## src/rtl/program_loader.sv

```systemverilog
// Boot loader: assembles a framed big-endian byte stream into instruction words, writes them from
// address 0 and releases cpu_rst only after a checksum-verified load. Optional idle timeout: LOADER_TIMEOUT_EN.
module program_loader #(
  parameter int MAX_WORDS      = 256,
  parameter int TIMEOUT_CYCLES = 1000000
) (
  input  logic        clk,
  input  logic        rst,
  input  logic        start,
  input  logic        byte_valid,
  input  logic [7:0]  byte_data,
  output logic        byte_ready,
  output logic        imem_we,
  output logic [31:0] imem_addr,
  output logic [31:0] imem_wdata,
  output logic        cpu_rst,
  output logic        busy,
  output logic        done,
  output logic        error,
  output logic [15:0] word_count
);

  typedef enum logic [2:0] {IDLE, LEN_HI, LEN_LO, DATA, WRITE, CHECK, DONE, ERROR} state_t;

  state_t      state, state_next;
  logic [15:0] len;
  logic [23:0] word_buf;
  logic [1:0]  byte_idx;
  logic [7:0]  checksum;
  logic [16:0] len_new;
  logic        accept, load_start, timed_out;

  // All status outputs decode straight from the state register, so reset takes effect immediately.
  assign byte_ready = (state == LEN_HI) || (state == LEN_LO) || (state == DATA) || (state == CHECK);
  assign imem_we    = (state == WRITE);
  assign done       = (state == DONE);
  assign error      = (state == ERROR);
  assign busy       = !((state == IDLE) || (state == DONE) || (state == ERROR));
  assign cpu_rst    = (state != DONE);
  assign accept     = byte_valid && byte_ready;
  assign load_start = start && !busy;
  assign len_new    = {1'b0, len[15:8], byte_data};

`ifdef LOADER_TIMEOUT_EN
  localparam int TW = $clog2(TIMEOUT_CYCLES + 1);
  logic [TW-1:0] idle_cnt;

  always_ff @(posedge clk or posedge rst) begin
    if (rst)
      idle_cnt <= '0;
    else if (load_start || accept)
      idle_cnt <= '0;
    else if (byte_ready)
      idle_cnt <= idle_cnt + 1'b1;
  end

  // Fires on the cycle the counter would reach the limit, so ERROR is entered on that same edge.
  assign timed_out = byte_ready && !accept && (idle_cnt == TW'(TIMEOUT_CYCLES - 1));
`else
  assign timed_out = 1'b0;
`endif

  always_ff @(posedge clk or posedge rst) begin
    if (rst)
      state <= IDLE;
    else
      state <= state_next;
  end

  always_comb begin
    state_next = state;
    case (state)
      IDLE, DONE, ERROR: if (start) state_next = LEN_HI;
      LEN_HI: if (accept) state_next = LEN_LO;
      LEN_LO: begin
        if (accept) begin
          if (len_new > 17'(MAX_WORDS))
            state_next = ERROR;
          else if (len_new == 17'd0)
            state_next = CHECK;
          else
            state_next = DATA;
        end
      end
      DATA: if (accept && byte_idx == 2'd3) state_next = WRITE;
      WRITE: state_next = (word_count + 16'd1 == len) ? CHECK : DATA;
      CHECK: if (accept) state_next = (byte_data == checksum) ? DONE : ERROR;
      default: state_next = IDLE;
    endcase
    if (timed_out) state_next = ERROR;
  end

  // Frame datapath; the imem address/data registers only change when a word completes.
  always_ff @(posedge clk or posedge rst) begin
    if (rst) begin
      len        <= '0;
      word_buf   <= '0;
      byte_idx   <= '0;
      checksum   <= '0;
      word_count <= '0;
      imem_addr  <= '0;
      imem_wdata <= '0;
    end else begin
      if (load_start) begin
        word_count <= '0;
        checksum   <= '0;
        byte_idx   <= '0;
      end
      if (accept && state == LEN_HI) len[15:8] <= byte_data;
      if (accept && state == LEN_LO) len[7:0] <= byte_data;
      if (accept && state == DATA) begin
        word_buf <= {word_buf[15:0], byte_data};
        checksum <= checksum ^ byte_data;
        byte_idx <= byte_idx + 2'd1;
        if (byte_idx == 2'd3) begin
          imem_wdata <= {word_buf, byte_data};
          imem_addr  <= {14'd0, word_count, 2'b00};
        end
      end
      if (state == WRITE) word_count <= word_count + 16'd1;
    end
  end

endmodule

```

## config.mk

```make
export PLATFORM = sky130hd
export DESIGN_NAME = program_loader
export DESIGN_NICKNAME = d
export VERILOG_FILES = /design/src/rtl/program_loader.sv
export SDC_FILE = /design/constraint.sdc
export NUM_CORES = 1
export LEC_CHECK = 0
export BUFFER_PORTS_ARGS = -buffer_cell sky130_fd_sc_hd__buf_2
export CORE_MARGIN = 2
export CORE_UTILIZATION = 30
export CTS_CLUSTER_DIAMETER = 120
export DETAILED_ROUTE_END_ITERATION = 8
export GPL_ROUTABILITY_DRIVEN = 0
export PLACE_DENSITY = 0.54
export REMOVE_ABC_BUFFERS = 1
export SKIP_LAST_GASP = 1
export SLEW_MARGIN = 5
export SYNTH_ARGS = -nofsm -noshare
export SYNTH_HDL_FRONTEND = slang
export SYNTH_SLANG_ARGS = --single-unit
```

## constraint.sdc

```tcl
create_clock -name clk -period 3 [get_ports clk]
set_input_delay 0.15 -clock clk [delete_from_list [all_inputs] [get_ports clk]]
set_output_delay 0.15 -clock clk [all_outputs]
set_load 0.05 [all_outputs]
```

==> results.sh, run 1 <==
export IMPL_syn2layout_area_growth_pct=20.44
export IMPL_drv_cap=0
export IMPL_crit_required_ns=3.35
export IMPL_grt_overflow=0
export IMPL_peakVddDrop_mv=0.6015
export IMPL_async_reset_ff_share_pct=100.0
export IMPL_die_h_um=140.9
export IMPL_vias=4181
export IMPL_period_share_pct=90.66
export IMPL_fmax_mhz=367.7
export IMPL_grt_pass1_wl_um=22360
export IMPL_drt_initial_drc_count=310
export IMPL_cp_startpoint="word_count[0]"
export IMPL_drt_pass1_iterations=4
export IMPL_dp_hpwl_um=9252
export IMPL_hold_viol=0
export IMPL_cts_made_buffers=17
export IMPL_io_buffers=81
export IMPL_ff2ff_path_depth=7
export IMPL_core_um2=18580
export IMPL_reg2reg_to="state[2]"
export IMPL_final_common_cell="dfrtp_1"
export IMPL_skew_ns=0.006449
export IMPL_routed_via_density=4.822
export IMPL_arrival_ns=3.07
export IMPL_status="finished, final reports clean"
export IMPL_synth_avg_cell_area_um2=10.36
export IMPL_rows=50
export IMPL_place_inst=834
export IMPL_crit_type="register to register"
export IMPL_dpl_cell_area_um2=6188
export IMPL_synth_area_um2=5624
export IMPL_slew_headroom_pct=31.25
export IMPL_power_density_nw_per_um2=1051
export IMPL_end_kind="register"
export IMPL_r2r_setup_slack_ns=0.28
export IMPL_post_drt_wl_per_cell_um=15.54
export IMPL_setup_violations=0
export IMPL_synthCells=543
export IMPL_ios=98
export IMPL_first_global_vias=4171
export IMPL_yosys_area_top_type_share_pct=52.06
export IMPL_synth_warnings=0
export IMPL_cts_setup_buffers=0
export IMPL_yosysUniqueCellTypes=53
export IMPL_postRouteAntennaNets=0
export IMPL_fin_tns_setup_ns=0
export IMPL_cts_tree="done"
export IMPL_htree_levels=4
export IMPL_start_kind="register"
export IMPL_nets=634
export IMPL_cts_root_buf="clkbuf_16"
export IMPL_antenna_found_initial=0
export IMPL_synth_top_cell_by_area="dfrtp_1"
export IMPL_antennaDiodeCount=0
export IMPL_hp_class="primary input to register"
export IMPL_final_cells=867
export IMPL_tightestPinTransition_ns=1.027
export IMPL_fin_crit_ns=2.720
export IMPL_grt_setup_unrepaired="false"
export IMPL_clk_latency_ns=0.41
export IMPL_fin_area_um2=6774
export IMPL_cts_num_sinks=117
export IMPL_dieArea_um2=19860
export IMPL_synth_edff_count=0
export IMPL_ys_seq_area_share_pct=52.06
export IMPL_clk_pin_slew_ns=0.06
export IMPL_initial_utilization_pct=30.27
export IMPL_mostFrequentLayoutCells="dfrtp_1, nand2_1, buf_2"
export IMPL_grt_start_max_net_pins=86
export IMPL_r2r_start="word_count[0]"
export IMPL_p_leak_nw=3.323
export IMPL_grt_usage_pct=14.45
export IMPL_endpoint="state[2]"
export IMPL_die_w_um=140.9
export IMPL_report_final_slew_viol_count=0
export IMPL_drc_errors=0
export IMPL_critPathMaxFanout=10
export IMPL_wl_um=13470
export IMPL_netlist_top_cells_area="dfrtp_1, mux2_2, nand2_1"
export IMPL_synth_flop_cell="dfrtp_1"
export IMPL_synth_seq_cells=117
export IMPL_cts_buffer_depth=2
export IMPL_layout_drive_gt1_share_pct=30.81
## power by group
| group | total, mW | internal, mW | switching, mW |
|---|---|---|---|
| registers | 2.58 | 2.11 | 0.463 |
| logic | 2.58 | 0.847 | 1.73 |
| clock network | 1.96 | 1.24 | 0.721 |
| total | 7.12 | 4.20 | 2.92 |
## metal layers
layer  vias to the layer above  part of all wire [%]  GRT usage (%)
li1                       1998                     -              -
met1                      2072                    46          18.87
met2                        95                    48          22.93
met3                        16                   4.5          4.144
met4                         0                   1.4          5.316
met5                         -                     0              0
## cells in the mapped netlist, drive strengths merged, types with 3 or more instances
library cell    n
nand3          13
xnor2          20
a21oi          11
mux2           62
o22ai           4
nor4            9
xor2            8
clkbuf          9
o31ai           3
dfrtp         117
inv             7
nor2           33
nor3            6
o21ai          46
and3            3
nand2         109
nand4          10
nor2b           5
o41ai           3
buf            37
## repair_timing
action	4_1_cts	5_1_grt
hold buffers	1	0
endpoints found under the hold margin	32	0
gates resized for setup	0	0
## how the worst min path moves through the flow
stage                       from            end  slack, ns  depth (start not counted)
floorplan           byte_data[0]    word_buf[0]       0.27                          2
global placement             rst   imem_addr[6]       0.20                          2
detailed placement           rst  word_count[6]       0.20                          2
CTS                 byte_data[3]    word_buf[3]       0.05                          3
global route        byte_data[2]    word_buf[2]       0.06                          3
finish              byte_data[3]    word_buf[3]       0.07                          3
## cell type report
class,instances,area (µm²)
clock buffers,20,446.7
clock inverters,12,128.9
fillers,1865,11810
inverters,7,28.78
multi-input cells,388,2456
flip-flops and latches,117,2928
well taps,234,292.8
repair buffers,89,493.0
## registers in the layout, summed over array words and instances, names as in the netlist
register    count
len            16
word_buf       24
imem_wdata     32
word_count     16
byte_idx        2
imem_addr      16
state           3
checksum        8
## kinds of logic (layout without fill, tap and decap cells)
family	after synthesis	in the layout	synth area share, %
simple gates	197	197	16.62
flops	117	117	52.06
compound gates	83	83	8.721
buf+inv	53	128	5.317
other cells	1	16	0.06668
mux	62	62	12.41
xor+xnor	28	28	4.360
fa+ha+maj	2	2	0.4449
## per-stage QoR
step | utilization (%) | hold slack [ns] | worst slack (ns) | power, mW
after floorplan | - | 0.2684 | -0.2508 | 4.496
after global placement | 33.31 | 0.2029 | 0.4983 | 5.124
after detailed placement | 33.31 | 0.2011 | 0.3421 | 5.203
after CTS | 36.46 | 0.05375 | 0.3185 | 7.213
after global routing | 36.46 | 0.06487 | 0.1072 | 7.564
final | 36.46 | 0.07014 | 0.2802 | 7.119
## critical path: stages (launching register included)
cell and delay, ns:
dfrtp_1 0.46, ha_1 0.42, nand3_1 0.24, nor4_1 0.55, xnor2_1 0.19, o211ai_1 0.11
nor4_1 0.51, a21o_1 0.19
Note: power is estimated with default switching activity, not from simulation.
==> inputs of run 2 (changes only) <==
Settings changed: CORE_ASPECT_RATIO set to 1.4.
==> run 2 against run 1 <==
  * Via count is 1.7% higher
  * Global-route usage is 0.15 points higher
  * Sequential share of layout area is 0.16 points lower
  * Non-clock buffer count is 1 higher
  * Die area hardly changed
  * Clock skew is 0.0049 ns higher
  * Cell area is 0.37% higher
  * Critical path depth stayed put
  * Sequential cell count stayed put
  * Power is 0.17% higher
  * Combinational power hardly changed
  * Worst hold slack worse by 0.011 ns
==> results.sh, run 2 (synthesis results as in run 1) <==
export IMPL_hold_viol=0
export IMPL_io_buffers=81
export IMPL_power_density_nw_per_um2=1049
export IMPL_fin_crit_ns=2.677
export IMPL_reg_largest_list="imem_wdata: 32 flops, word_buf: 24 flops"
export IMPL_dp_slack_ns=0.3307
export IMPL_mostFrequentLayoutCells="dfrtp_1, nand2_1, buf_2"
export IMPL_path_cells="ha_1, nand3_1, nor4_1, xnor2_1, o211ai_1, nor4_1, a21oi_2"
export IMPL_syn2layout_area_growth_pct=20.89
export IMPL_report_final_slew_viol_count=0
export IMPL_clk_latency_ns=0.42
export IMPL_skew_ns=0.01132
export IMPL_tightestPinTransition_ns=0.9893
export IMPL_cts_made_buffers=17
export IMPL_worst_hold_path_num_cells=3
export IMPL_cts_buffer_depth=2
export IMPL_fillers=1899
export IMPL_final_common_cell="dfrtp_1"
export IMPL_vias=4251
export IMPL_rows=59
export IMPL_regArea_um2=2928
export IMPL_drv_cap=0
export IMPL_peakVddDrop_mv=0.5427
export IMPL_fin_area_um2=6799
export IMPL_crit_top_cell="nor4_1"
export IMPL_crit_required_ns=3.28
export IMPL_arrival_ns=2.96
export IMPL_cts_root_buf="clkbuf_16"
export IMPL_post_drt_wl_per_cell_um=15.32
export IMPL_critPathMaxFanout=10
export IMPL_ios=98
export IMPL_cts_setup_buffers=0
export IMPL_dp_hpwl_um=9372
export IMPL_drc_errors=0
export IMPL_first_global_vias=4346
export IMPL_drt_initial_drc_count=177
export IMPL_routed_via_density=4.836
export IMPL_cts_tree="done"
export IMPL_holdWs_ns=0.05880
export IMPL_grt_setup_unrepaired="false"
export IMPL_cpMaxStageDelayCell="nor4_1"
export IMPL_grt_usage_pct=14.60
export IMPL_largest_register="imem_wdata"
export IMPL_hp_start="byte_data[4]"
export IMPL_grt_overflow=0
export IMPL_slew_headroom_pct=33.81
export IMPL_end_kind="register"
export IMPL_nets=635
export IMPL_largest_register_ffs=32
export IMPL_cp_startpoint="word_count[0]"
export IMPL_fmax_mhz=373.6
export IMPL_grt_pass1_wl_um=22930
export IMPL_setup_violations=0
export IMPL_postRouteAntennaNets=0
export IMPL_antenna_found_initial=0
export IMPL_cts_resized=0
export IMPL_die_w_um=119.7
export IMPL_status="finished, final reports clean"
export IMPL_ff2ff_path_depth=7
export IMPL_die_h_um=166.0
export IMPL_grt_start_max_net_pins=63
export IMPL_htree_levels=4
export IMPL_finalWorstSetupSlack_ns=0.3235
export IMPL_p_leak_nw=3.322
export IMPL_cts_num_sinks=117
export IMPL_dpl_cell_area_um2=6196
export IMPL_layout_drive_gt1_share_pct=31.23
export IMPL_drt_pass1_iterations=5
export IMPL_period_share_pct=89.22
export IMPL_r2r_setup_slack_ns=0.32
export IMPL_crit_type="register to register"
export IMPL_slowest_delay_ns=0.54
export IMPL_r2r_start="word_count[0]"
export IMPL_clk_pin_slew_ns=0.06
export IMPL_core_um2=18460
export IMPL_hp_class="primary input to register"
export IMPL_initial_utilization_pct=30.47
export IMPL_dieArea_um2=19870
export IMPL_wl_um=13460
export IMPL_start_kind="register"
export IMPL_multi_input_area_um2=2456
==> run 2: cell types whose count changed in the layout (fill, tap and decap cells not counted) <==
cell        before  now
buf_4            5    7
clkbuf_1         2    0
clkinv_2         4    2
clkinvlp_4       3    5
inv_6            2    4
buf_12           2    1
diode_2          0    1
==> run 2: path summary, 6_finish.rpt <==
path | end
worst max-delay path | state[1]
worst min-delay path | word_buf[4]
worst max register to register | state[1]
worst min register to register | imem_addr[8]
max in group asynchronous | state[2]
min in group asynchronous | imem_wdata[16]
==> run 2: critical path, delay by kind of cell, from the launching register on <==
family	cells	cell delay, ns
flip-flops	1	0.46
adder cells (fa/ha/maj)	1	0.41
AO/OA/AOI/OAI	2	0.21
AND/OR/NAND/NOR	3	1.29
XOR/XNOR	1	0.18
==> run 2: timing repair <==
action	CTS	global route
hold endpoints to repair	55	0
hold buffers	1	0
endpoints found under the setup margin	0	0
==> run 2: metrics by stage <==
| step | instances | power (mW) | utilization (%) | setup TNS, ns |
|---|---|---|---|---|
| 6_report | 879 | 7.131 | 36.84 | 0 |
| 5_1_grt | 878 | 7.603 | 36.83 | 0 |
| 4_1_cts | 878 | 7.243 | 36.83 | 0 |
| 3_5_place_dp | 845 | 5.183 | 33.57 | 0 |
| 3_3_place_gp | 845 | 5.119 | 33.57 | 0 |
| 2_1_floorplan | 512 | 4.496 | - | -29.34 |
==> run 2: area by class of cell <==
cell class	instances	share of cell area (%)
inverter	7	0.4233
timing repair buffer	90	7.177
antenna	1	0.03681
clock buffer	18	6.459
multi-input combinational	388	36.12
sequential	117	43.06
clock inverter	14	2.227
tap	244	4.490
==> run 2: power breakdown <==
group          switching [mW]  internal, mW
clock network           0.765          1.25
logic                    1.72         0.846
registers               0.433          2.11
total                    2.92          4.21
==> run 2: layer usage <==
metal / track usage, % / vias to the layer above / wire length (µm) / part of all wire, %
met1: 17.63 / 2099 / 5692 / 42
met2: 24.32 / 121 / 6819 / 51
met4: 5.524 / 0 / 308 / 2.3
li1: - / 2010 / - / -
met5: 0 / - / 0 / 0
met3: 4.499 / 21 / 641 / 4.8
==> inputs of run 3 (changes only) <==
Settings changed: CTS_BUF_LIST set to sky130_fd_sc_hd__clkbuf_8.
==> run 3 against run 2 <==
  * Sequential power about the same
  * Via count grew 0.40%
  * Worst hold slack lost 0.019 ns
  * Count of clock-buffer cells in the layout did not move
  * Final cell count is 0.23% higher
  * Maximum frequency shrank 0.82%
  * Utilization down 0.93 points
  * Routed wire length up 0.40%
  * Clock skew rose by 0.0019 ns
==> results.sh, run 3 (synthesis results as in run 1) <==
export IMPL_critPathMaxFanout=10
export IMPL_fmax_mhz=370.5
export IMPL_cts_resized=0
export IMPL_slew_headroom_pct=33.55
export IMPL_hp_class="primary input to register"
export IMPL_final_common_cell="dfrtp_1"
export IMPL_setup_violations=0
export IMPL_ios=98
export IMPL_clk_pin_slew_ns=0.08
export IMPL_postRouteAntennaNets=0
export IMPL_drt_initial_drc_count=196
export IMPL_cts_num_sinks=117
export IMPL_syn2layout_area_growth_pct=17.84
export IMPL_drv_cap=0
export IMPL_r2r_setup_slack_ns=0.30
export IMPL_fillers=1920
export IMPL_cts_tree="done"
export IMPL_core_um2=18460
export IMPL_place_inst=845
export IMPL_clk_latency_ns=0.45
export IMPL_status="finished, final reports clean"
export IMPL_end_kind="register"
export IMPL_largest_register_ffs=32
export IMPL_grt_overflow=0
export IMPL_worst_hold_path_num_cells=3
export IMPL_tightestPinTransition_ns=0.9931
export IMPL_initial_utilization_pct=30.47
export IMPL_crit_type="register to register"
export IMPL_first_global_vias=4349
export IMPL_cts_made_buffers=17
export IMPL_regArea_um2=2928
export IMPL_grt_setup_unrepaired="false"
export IMPL_htree_levels=4
export IMPL_reg2reg_to="state[1]"
export IMPL_peakVddDrop_mv=0.5389
export IMPL_die_w_um=119.7
export IMPL_nets=637
export IMPL_grt_usage_pct=14.56
export IMPL_drt_pass1_iterations=4
export IMPL_hp_start="byte_data[7]"
export IMPL_antenna_found_initial=0
export IMPL_cts_root_buf="clkbuf_8"
export IMPL_fin_crit_ns=2.699
export IMPL_start_kind="register"
export IMPL_cp_startpoint="word_count[0]"
export IMPL_final_cells=881
export IMPL_drc_errors=0
export IMPL_multi_input_area_um2=2456
export IMPL_ff2ff_path_depth=7
export IMPL_io_buffers=81
export IMPL_wl_um=13520
export IMPL_r2r_start="word_count[0]"
export IMPL_crit_required_ns=3.31
export IMPL_post_drt_wl_per_cell_um=15.34
export IMPL_grt_pass1_wl_um=22860
export IMPL_rows=59
export IMPL_report_final_slew_viol_count=0
export IMPL_routed_via_density=4.844
export IMPL_mostFrequentLayoutCells="dfrtp_1, nand2_1, buf_2"
export IMPL_cts_buffer_depth=2
export IMPL_vias=4268
export IMPL_dp_hpwl_um=9372
export IMPL_power_density_nw_per_um2=992.7
export IMPL_dieArea_um2=19870
export IMPL_arrival_ns=3.01
export IMPL_period_share_pct=89.96
export IMPL_largest_register="imem_wdata"
export IMPL_hold_path_endpoint="word_buf[7]"
export IMPL_grt_start_max_net_pins=63
export IMPL_p_leak_nw=3.243
export IMPL_reg_largest_list="imem_wdata: 32 flops, word_buf: 24 flops"
export IMPL_hold_viol=0
export IMPL_finalPower_mw=6.579
export IMPL_skew_ns=0.01319
export IMPL_layout_drive_gt1_share_pct=31.13
export IMPL_die_h_um=166.0
## run 3: cell type report
class | instances | area share (%)
multi-input combinational | 388 | 37.06
clock inverter | 14 | 2.284
inverter | 7 | 0.4342
sequential | 117 | 44.18
timing repair buffer | 92 | 7.665
tap | 244 | 4.606
antenna | 1 | 0.03776
clock buffer | 18 | 3.738
## run 3: how the worst max path moves through the flow
stage / endpoint / cells after the start
2_1_floorplan: byte_idx[0] / 1
3_3_place_gp: state[1] / 7
3_5_place_dp: state[2] / 7
4_1_cts: state[1] / 7
5_1_grt: state[2] / 7
6_report: state[1] / 7
## run 3: worst max-delay path, stage by stage, from the launching register on
cell	delay, ns
dfrtp_1	0.47
ha_1	0.41
nand3_1	0.29
nor4_1	0.53
xnor2_1	0.18
o211ai_1	0.10
nor4_1	0.49
a21oi_2	0.11
## run 3: where the power goes
part | internal [mW] | leakage [nW] | switching (mW)
clock | 0.766 | 0.188 | 0.701
sequential | 2.11 | 1.54 | 0.431
combinational | 0.847 | 1.51 | 1.73
## run 3: what timing repair did
| action | CTS | global route |
|---|---|---|
| hold endpoints to repair | 57 | 0 |
| buffers inserted | 0 | 0 |
| hold buffers | 3 | 0 |
## run 3: through the flow
step / utilization [%] / TNS (ns) / hold WS, ns / instance area (µm²) / setup WS (ns)
2_1_floorplan: - / -29.34 / 0.2684 / 5408 / -0.2508
3_3_place_gp: 33.57 / 0 / 0.3228 / 6196 / 0.4805
3_5_place_dp: 33.57 / 0 / 0.3392 / 6196 / 0.3307
4_1_cts: 35.90 / 0 / 0.006244 / 6625 / 0.3248
5_1_grt: 35.90 / 0 / 0.02816 / 6625 / 0.05160
6_report: 35.91 / 0 / 0.03931 / 6628 / 0.3013
## run 3: per-layer routing
metal | vias up | GRT usage [%] | wire length (µm)
met4 | 0 | 5.575 | 250
met1 | 2120 | 17.68 | 5721
met5 | - | 0 | 0
met2 | 123 | 24.42 | 6935
met3 | 19 | 4.087 | 609
li1 | 2006 | - | -
